$ cat src/rtl/eep_pkg.sv
// eep_pkg: shared constants and types for the EEPROM responder slice.
//   EEP_DW, EEP_AW        : word width and address width of the array
//   EEP_RST_W0..W3        : values loaded into the array on reset
//   eep_state_t           : responder FSM states (IDLE, PUMP, DESEL)
package eep_pkg;

    localparam int EEP_DW    = 14;
    localparam int EEP_AW    = 2;
    localparam int EEP_WORDS = 4;

    localparam logic [EEP_DW-1:0] EEP_RST_W0 = 14'h0000;
    localparam logic [EEP_DW-1:0] EEP_RST_W1 = 14'h0000;
    localparam logic [EEP_DW-1:0] EEP_RST_W2 = 14'h0000;
    localparam logic [EEP_DW-1:0] EEP_RST_W3 = 14'h0000;

    typedef enum logic [1:0] {
        IDLE  = 2'd0,
        PUMP  = 2'd1,
        DESEL = 2'd2
    } eep_state_t;

endpackage

$ cat src/rtl/eep_responder_chrg_pmp_timer.sv
// chrg_pmp_timer: saturating count of charge-pump cycles for a pending write.
//   clk, rst : clock and asynchronous active-high reset
//   clr      : synchronous clear (wins over inc)
//   inc      : count one qualified pump cycle
//   count    : current count, saturates at CHRG_CYCLES
//   done     : count has reached CHRG_CYCLES
module chrg_pmp_timer #(
    parameter int CHRG_CYCLES = 4,
    parameter int CNT_W       = $clog2(CHRG_CYCLES + 1)
) (
    input  logic             clk,
    input  logic             rst,
    input  logic             clr,
    input  logic             inc,
    output logic [CNT_W-1:0] count,
    output logic             done
);

    localparam logic [CNT_W-1:0] CNT_MAX = CNT_W'(CHRG_CYCLES);

    always_ff @(posedge clk or posedge rst) begin
        if (rst) begin
            count <= '0;
        end else if (clr) begin
            count <= '0;
        end else if (inc && (count != CNT_MAX)) begin
            // Hold at CNT_MAX so a long pump burst can never wrap to zero.
            count <= count + CNT_W'(1);
        end
    end

    assign done = (count == CNT_MAX);

endmodule

$ cat src/rtl/eep_responder.sv
// eep_responder: 4 x 14-bit EEPROM-style word store driven by a core.
// Reads return mem[eep_addr] one cycle after the request. A write latches
// address/data on request, then needs CHRG_CYCLES consecutive pump cycles
// before it commits; any break in the pump sequence aborts it. After a
// commit (or a rejected write) chip select must be released before the
// next request is accepted.
//   clk, rst      : clock, asynchronous active-high reset
//   eep_cs_n      : chip select, active-low
//   eep_r_w_n     : 1 = read, 0 = write
//   eep_addr      : word address 0..3
//   eep_wr_data   : write data
//   chrg_pmp_en   : charge-pump enable from the core
//   eep_rd_data   : registered read data
//   wr_done       : one-cycle pulse on write commit
//   wr_err        : one-cycle pulse on write abort/reject
// Build option: define EEP_WR_PROTECT_EN to make address 3 read-only
// (writes to it are rejected with wr_err).
module eep_responder
    import eep_pkg::*;
#(
    parameter int CHRG_CYCLES = 4
) (
    input  logic              clk,
    input  logic              rst,
    input  logic              eep_cs_n,
    input  logic              eep_r_w_n,
    input  logic [EEP_AW-1:0] eep_addr,
    input  logic [EEP_DW-1:0] eep_wr_data,
    input  logic              chrg_pmp_en,
    output logic [EEP_DW-1:0] eep_rd_data,
    output logic              wr_done,
    output logic              wr_err
);

    localparam int CNT_W = $clog2(CHRG_CYCLES + 1);

    eep_state_t        state;
    logic [EEP_AW-1:0] lat_addr;
    logic [EEP_DW-1:0] lat_data;
    logic [EEP_DW-1:0] mem [EEP_WORDS];

    logic [CNT_W-1:0]  pmp_cnt;
    logic              pmp_done;
    logic              pmp_clr;
    logic              pmp_inc;

    logic              rd_req;
    logic              wr_req;
    logic              wr_prot;
    logic              commit;
    logic              pmp_abort;

    assign rd_req = (state == IDLE) && !eep_cs_n &&  eep_r_w_n;
    assign wr_req = (state == IDLE) && !eep_cs_n && !eep_r_w_n;

`ifdef EEP_WR_PROTECT_EN
    assign wr_prot = wr_req && (eep_addr == EEP_AW'(3));
`else
    assign wr_prot = 1'b0;
`endif

    // Completion is checked before abort: once the count is reached the
    // write commits even if the core lets go of the bus on that cycle.
    assign commit = (state == PUMP) && pmp_done;

    // Pump low only aborts after at least one counted cycle, so the core may
    // raise chrg_pmp_en a cycle after issuing the write.
    assign pmp_abort = (state == PUMP) && !pmp_done &&
                       (eep_cs_n || eep_r_w_n ||
                        (!chrg_pmp_en && (pmp_cnt != '0)));

    // Counter is held clear outside PUMP, so it starts from zero on entry.
    assign pmp_clr = (state != PUMP);
    assign pmp_inc = (state == PUMP) && !eep_cs_n && !eep_r_w_n && chrg_pmp_en;

    chrg_pmp_timer #(
        .CHRG_CYCLES (CHRG_CYCLES),
        .CNT_W       (CNT_W)
    ) u_timer (
        .clk   (clk),
        .rst   (rst),
        .clr   (pmp_clr),
        .inc   (pmp_inc),
        .count (pmp_cnt),
        .done  (pmp_done)
    );

    always_ff @(posedge clk or posedge rst) begin
        if (rst) begin
            state       <= IDLE;
            eep_rd_data <= '0;
            wr_done     <= 1'b0;
            wr_err      <= 1'b0;
        end else begin
            wr_done <= 1'b0;
            wr_err  <= 1'b0;
            case (state)
                IDLE: begin
                    if (rd_req) begin
                        eep_rd_data <= mem[eep_addr];
                    end else if (wr_req) begin
                        if (wr_prot) begin
                            wr_err <= 1'b1;
                            state  <= DESEL;
                        end else begin
                            state  <= PUMP;
                        end
                    end
                end
                PUMP: begin
                    if (commit) begin
                        wr_done <= 1'b1;
                        state   <= DESEL;
                    end else if (pmp_abort) begin
                        wr_err  <= 1'b1;
                        state   <= IDLE;
                    end
                end
                DESEL: begin
                    if (eep_cs_n) begin
                        state <= IDLE;
                    end
                end
                default: state <= IDLE;
            endcase
        end
    end

    // Write target is captured once on request; later bus changes are ignored.
    always_ff @(posedge clk) begin
        if (wr_req) begin
            lat_addr <= eep_addr;
            lat_data <= eep_wr_data;
        end
    end

    always_ff @(posedge clk or posedge rst) begin
        if (rst) begin
            mem[0] <= EEP_RST_W0;
            mem[1] <= EEP_RST_W1;
            mem[2] <= EEP_RST_W2;
            mem[3] <= EEP_RST_W3;
        end else if (commit) begin
            mem[lat_addr] <= lat_data;
        end
    end

endmodule
$ cat config.mk
export PLATFORM = sky130hd
export DESIGN_NAME = eep_responder
export DESIGN_NICKNAME = d
export VERILOG_FILES = /design/src/rtl/eep_pkg.sv /design/src/rtl/eep_responder_chrg_pmp_timer.sv /design/src/rtl/eep_responder.sv
export SDC_FILE = /design/constraint.sdc
export NUM_CORES = 1
export LEC_CHECK = 0
export BUFFER_PORTS_ARGS = -buffer_cell sky130_fd_sc_hd__buf_2
export CAP_MARGIN = 25
export CORE_ASPECT_RATIO = 1.4
export CORE_MARGIN = 2
export CORE_UTILIZATION = 55
export CTS_CLUSTER_SIZE = 28
export DETAILED_ROUTE_END_ITERATION = 16
export PLACE_DENSITY = 0.75
export SYNTH_ARGS = -nofsm -noshare
export SYNTH_HDL_FRONTEND = slang
export SYNTH_SLANG_ARGS = --single-unit
$ cat constraint.sdc
create_clock -name clk -period 3.4 [get_ports clk]
set_input_delay 0.68 -clock clk [delete_from_list [all_inputs] [get_ports clk]]
set_output_delay 0.68 -clock clk [all_outputs]
set_load 0.05 [all_outputs]
Yosys cells after proc, flatten, opt, wreduce, memory -nomap -nowiden
Index checks and enable logic that the tools add are counted.
- output and inout port bits: 16
- register bits: 93
- word-level logic and storage cells: 68
- reductions and logical operators: 23
- mux-type cells: 19
- order comparisons: 3
- equal/unequal tests: 9
- bitwise logic cells: 2
- add/sub/neg operators: 1
- operators by type and width (cell ; number):
    $bwmux 56 ; 1
    $mux 14 ; 3
    $bmux 14 s2 ; 1
    $demux 14 s2 ; 1
    $logic_and 1x1->1 ; 12
    $mux 2 ; 5
    $ge 3x3->1 const B ; 2
    $mux 3 ; 2
    $ne 2x2->1 const B ; 3
    $ne 3x3->1 const B ; 2
    $not 2->3 ; 2
    $pmux 2 s3 ; 1
    $mux 1 ; 5
    $logic_not 1->1 ; 4
    $reduce_and 4->1 ; 1
    $add 3x1->3 const B ; 1
    $eq 3x3->1 const B ; 1
    $lt 3x1->1 const B ; 1
    $reduce_bool 3->1 ; 1
    $eq 2x1->1 const B ; 1
    $eq 2x2->1 const B ; 1
    $logic_not 2->1 ; 1
    $logic_or 1x1->1 ; 2
    $ne 2x1->1 const B ; 1
    2 further kinds ; 2

Longest topological paths before layout
- word-level depth: 7
- gate-level depth with buffers: 7

Modules after synthesis
From an unflattened synthesis, not the netlist that was laid out.
- cells, all modules: 223
- area total of the unflattened synthesis: 3871.2 µm²
- by module, submodules not included (module ; times used ; area an instance (µm²) ; seq. area each (µm²) ; cells each):
    eep_responder ; 1 ; 3669.8 ; 2332.2 ; 204
    chrg_pmp_timer ; 1 ; 201.4 ; 75.1 ; 19

Worst setup path after synthesis
Ideal clock, no wire load.
- kind: input to register
- from: input eep_r_w_n
- to: register lat_addr[0] (enable)
- data arrival time: 2304 ps
- data required time: 2970 ps
- library setup time: 430 ps
- path slack: 666 ps
- stages on the path: 1
- path through: nor4_1
- word-level cells in the longest chain between the ends: 2
- ends and longest elaborated chain (what ; RTL line ; source):
    start: declaration ; eep_responder.sv:26 ; input logic eep_r_w_n,
    $logic_not 1->1 ; eep_responder.sv:54 ; assign wr_req = (state == IDLE) && !eep_cs_n && !eep_r_w_n;
    $logic_and 1x1->1 ; eep_responder.sv:54 ;
    end signal: assignment ; eep_responder.sv:132 ; lat_addr <= eep_addr;
    end: declaration ; eep_responder.sv:38 ; logic [EEP_AW-1:0] lat_addr;
Every way passes these cells.
A chain may end at the register's enable or synchronous reset.

Final worst setup path
- from: register u_timer.count[0]
- to: register mem[30] (netlist name)
- word-level cells in the longest chain between the ends: 2
- ends and longest elaborated chain (what ; RTL line ; source):
    start: declaration ; eep_responder_chrg_pmp_timer.sv:15 ; output logic [CNT_W-1:0] count,
    start signal: assignment ; eep_responder_chrg_pmp_timer.sv:28 ; count <= count + CNT_W'(1);
    $eq 3x3->1 ; eep_responder_chrg_pmp_timer.sv:32 ; assign done = (count == CNT_MAX);
    $logic_and 1x1->1 ; eep_responder.sv:64 ; assign commit = (state == PUMP) && pmp_done;
    end signal: indexed assignment ; eep_responder.sv:144 ; mem[lat_addr] <= lat_data;
    end: declaration ; eep_responder.sv:40 ; logic [EEP_DW-1:0] mem [EEP_WORDS];
Every way passes these cells.

==> summary.md <==
| Metric | Value |
|---|---|
| Post-Syn Instances | approximately 220 |
| Post-Route WL | ~6500 µm |
| Initial antenna violation count | 0 |
| Max VDD drop | 312 µV |
| Clock tree buffer depth | 2 |
| LEAKAGE | about 2.1 nW |
| Worst Max-Slew Pin Slew | around 0.89 ns |
| Layout net count | between 200 and 300 |
| IO Pins | 37 |
| Yosys cell types | 33 |
| Main synth FF type | dfrtp_1 |
| Via Count | roughly 2000 |
| Ratio of cells with drive above 1 in the final layout | roughly 55% |
| Pre-CTS setup slack | ~1.1 ns |
| Clock sink count | 93 |
| Type of the worst min-delay path | in2async |
| Syn nets | around 240 |
| Pins over their slew limit | 0 |
| Cell area power density | about 440 nW/µm² |
| Clk Tree Root Cell | clkbuf_8 |
| Starting Density | between 50% and 60% |
| Gpl congestion | approximately 0.74 |
| Die Y | about 100 µm |
| Vias in the first global route | between 2000 and 2500 |
| Async SR Flop Fraction | between 80% and 90% |
| Max_slew headroom | 40.7% |
| Die Area | 7870 µm² |
| Number of port buffers | 36 |
| Fmax | between 0.4 and 0.5 GHz |
| Worst path cell trace | inv_1 > ha_1 > nand4b_4 > nor3b_4 > buf_4 > mux2_4 |
| GRT Util Overall | 19.2% |
| DP Area | about 4200 µm² |
| Placed Cells | ~350 |
| CTS hold repair buffers | 0 |
| Ant. Diodes | 0 |
| Endpoints failing setup | 0 |
| Dpl hpwl | 4250 µm |
| Mapped cell area | between 3000 and 4000 µm² |
| Min Tclk post-route | around 2.3 ns |
| H-Tree Depth | 3 |
| CP required | ~3.6 ns |
| Startpoint Class | flip-flop |
| Worst Path Arrival | ~2.5 ns |
| Final hold violations | 0 |
| Seq/Total Area, Yosys | a little over 60% |
| Syn. warnings | 0 |
| TritonCTS clock tree | yes |
| Mapped Avg Cell Area | between 15 and 20 µm² |
| CP peak stage delay | around 0.62 ns |
| Remaining DRCs | 0 |
| Largest net degree at the start of global routing | 45 |
| Number of synthesized register bits | 93 |
| Tot Pwr | ~1.9 mW |
| Final instance area | around 4400 µm² |
| Outcome | finished clean |
| Vias per cell | approximately 5.5 |
| Non-Filler Instances | approximately 360 |
| Starting DRT DRC Count | 95 |
| Post-route ant nets | 0 |
| Post-CTS Setup Repair Bufs | 0 |
| Die Width | 75.5 µm |
| Clk_lat worst skew | between 0.3 and 0.4 ns |
| Core area | just under 7000 µm² |
| CTS buffer count | 9 |
| First-pass GRT wire length | about 11000 µm |
| Post-Route Skew | 0.0109 ns |
| Final period utilization | between 60% and 70% |
| Worst path slowest cell | nor3b_4 |
| Setup WS post-layout | 1.10 ns |
| Crit Path Class | reg2reg |
| Pre-Repair DR Iteration Count | 4 |
| Total Negative Setup Slacks | 0 ns |
| GRT overflow | 0 |
| Clk slew on worst S/H paths | 0.08 ns |
| Area grow syn2layout | 11.8% |
| RSZ-0062 raised after global routing | no |
| Post-CTS resize count | 0 |
| Avg WL per Cell | ~18 µm |
| Number of synthesized flops with an enable pin | 16 |
| Max-cap viol count | 0 |
| Rows | 36 |
| CP Max Fanout | 10 |
| Crit end category | flip-flop |
synth_stat cells, drive strengths merged, types with 2 or more instances:
library cell | instances | area, µm²
dfrtp | 77 | 1930
mux2 | 70 | 863
edfxtp | 16 | 480
mux4 | 14 | 315
buf | 7 | 67.6
inv | 4 | 15.0
o21ai | 4 | 20.0
a21oi | 3 | 15.0
nand3 | 3 | 20.0
nor3b | 3 | 45.1
ha | 2 | 25.0
nor2 | 2 | 7.51
nor3 | 2 | 21.3
per-stage QoR:
stage	util, %	hold WS (ns)
2_1_floorplan	-	0.474
3_3_place_gp	60.8	0.482
3_5_place_dp	60.8	0.491
4_1_cts	63.5	0.443
5_1_grt	63.5	0.480
6_report	63.5	0.432
kinds of logic (layout without fill, tap and decap cells):
| kind of cell | after synthesis | in the layout | synth area share (%) |
|---|---|---|---|
| mux | 84 | 84 | 29.9 |
| fa+ha+maj | 2 | 2 | 0.635 |
| simple gates | 19 | 19 | 4.83 |
| buf+inv | 12 | 60 | 2.19 |
| flops | 93 | 93 | 61.1 |
| compound gates | 9 | 9 | 1.33 |
registers in the layout (all words and copies together), names as in the netlist:
signal / count
wr_err: 1
state: 2
u_timer.count: 3
lat_addr: 2
wr_done: 1
mem: 56
lat_data: 14
eep_rd_data: 14
report_power, final:
group	leakage (nW)	internal (mW)	total [mW]	switching [mW]
Combinational	0.811	0.0268	0.0735	0.0468
Sequential	1.22	1.14	1.15	0.0102
Clock	0.0947	0.361	0.715	0.354
cell usage in the layout (no fill, tap or decap), types with 2 or more instances in the layout:
cell type,n
a21oi_1,3
buf_2,36
buf_4,3
clkbuf_1,4
clkbuf_8,10
dfrtp_1,77
edfxtp_1,16
ha_1,2
inv_1,2
inv_2,2
mux2_2,50
mux2_4,20
mux4_2,14
nand3_1,2
nor2_1,2
nor3b_4,2
o21ai_0,4
critical path: cells and delay by family, from the launching register on:
kind,cells,cell delay [ns]
and+or+nand+nor,2,0.83
DFF,1,0.40
adders and majority gates,1,0.28
buffers and inverters,2,0.36
muxes,1,0.31
final cells by class:
class | instances | area [µm²]
inverter | 4 | 15.0
clock buffer | 14 | 153
multi-input combinational | 114 | 1450
timing repair buffer | 40 | 223
fill | 538 | 2530
sequential | 93 | 2410
tap | 95 | 119
clock inverter | 2 | 35.0
final timing paths:
path	depth (start not counted)	slack (ns)	to	startpoint
setup / recovery	6	1.10	mem[30]	u_timer.count[0]
hold / removal	2	0.43	wr_err	rst
setup reg to reg	6	1.10	mem[30]	u_timer.count[0]
hold reg to reg	1	0.51	eep_rd_data[4]	eep_rd_data[4]
max in group asynchronous	3	2.29	eep_rd_data[12]	rst
min in group clk	1	0.49	lat_data[10]	eep_wr_data[10]
routing by layer:
layer | routed length [µm] | track usage (%) | part of all wire [%] | vias to the layer above
li1 | - | - | - | 903
met1 | 3060 | 28.7 | 47 | 1050
met2 | 3140 | 26.9 | 48 | 32
met3 | 218 | 3.49 | 3.3 | 9
met4 | 116 | 9.65 | 1.8 | 0
met5 | 0 | 0 | 0 | -
Note: power is estimated with default switching activity, not from simulation.
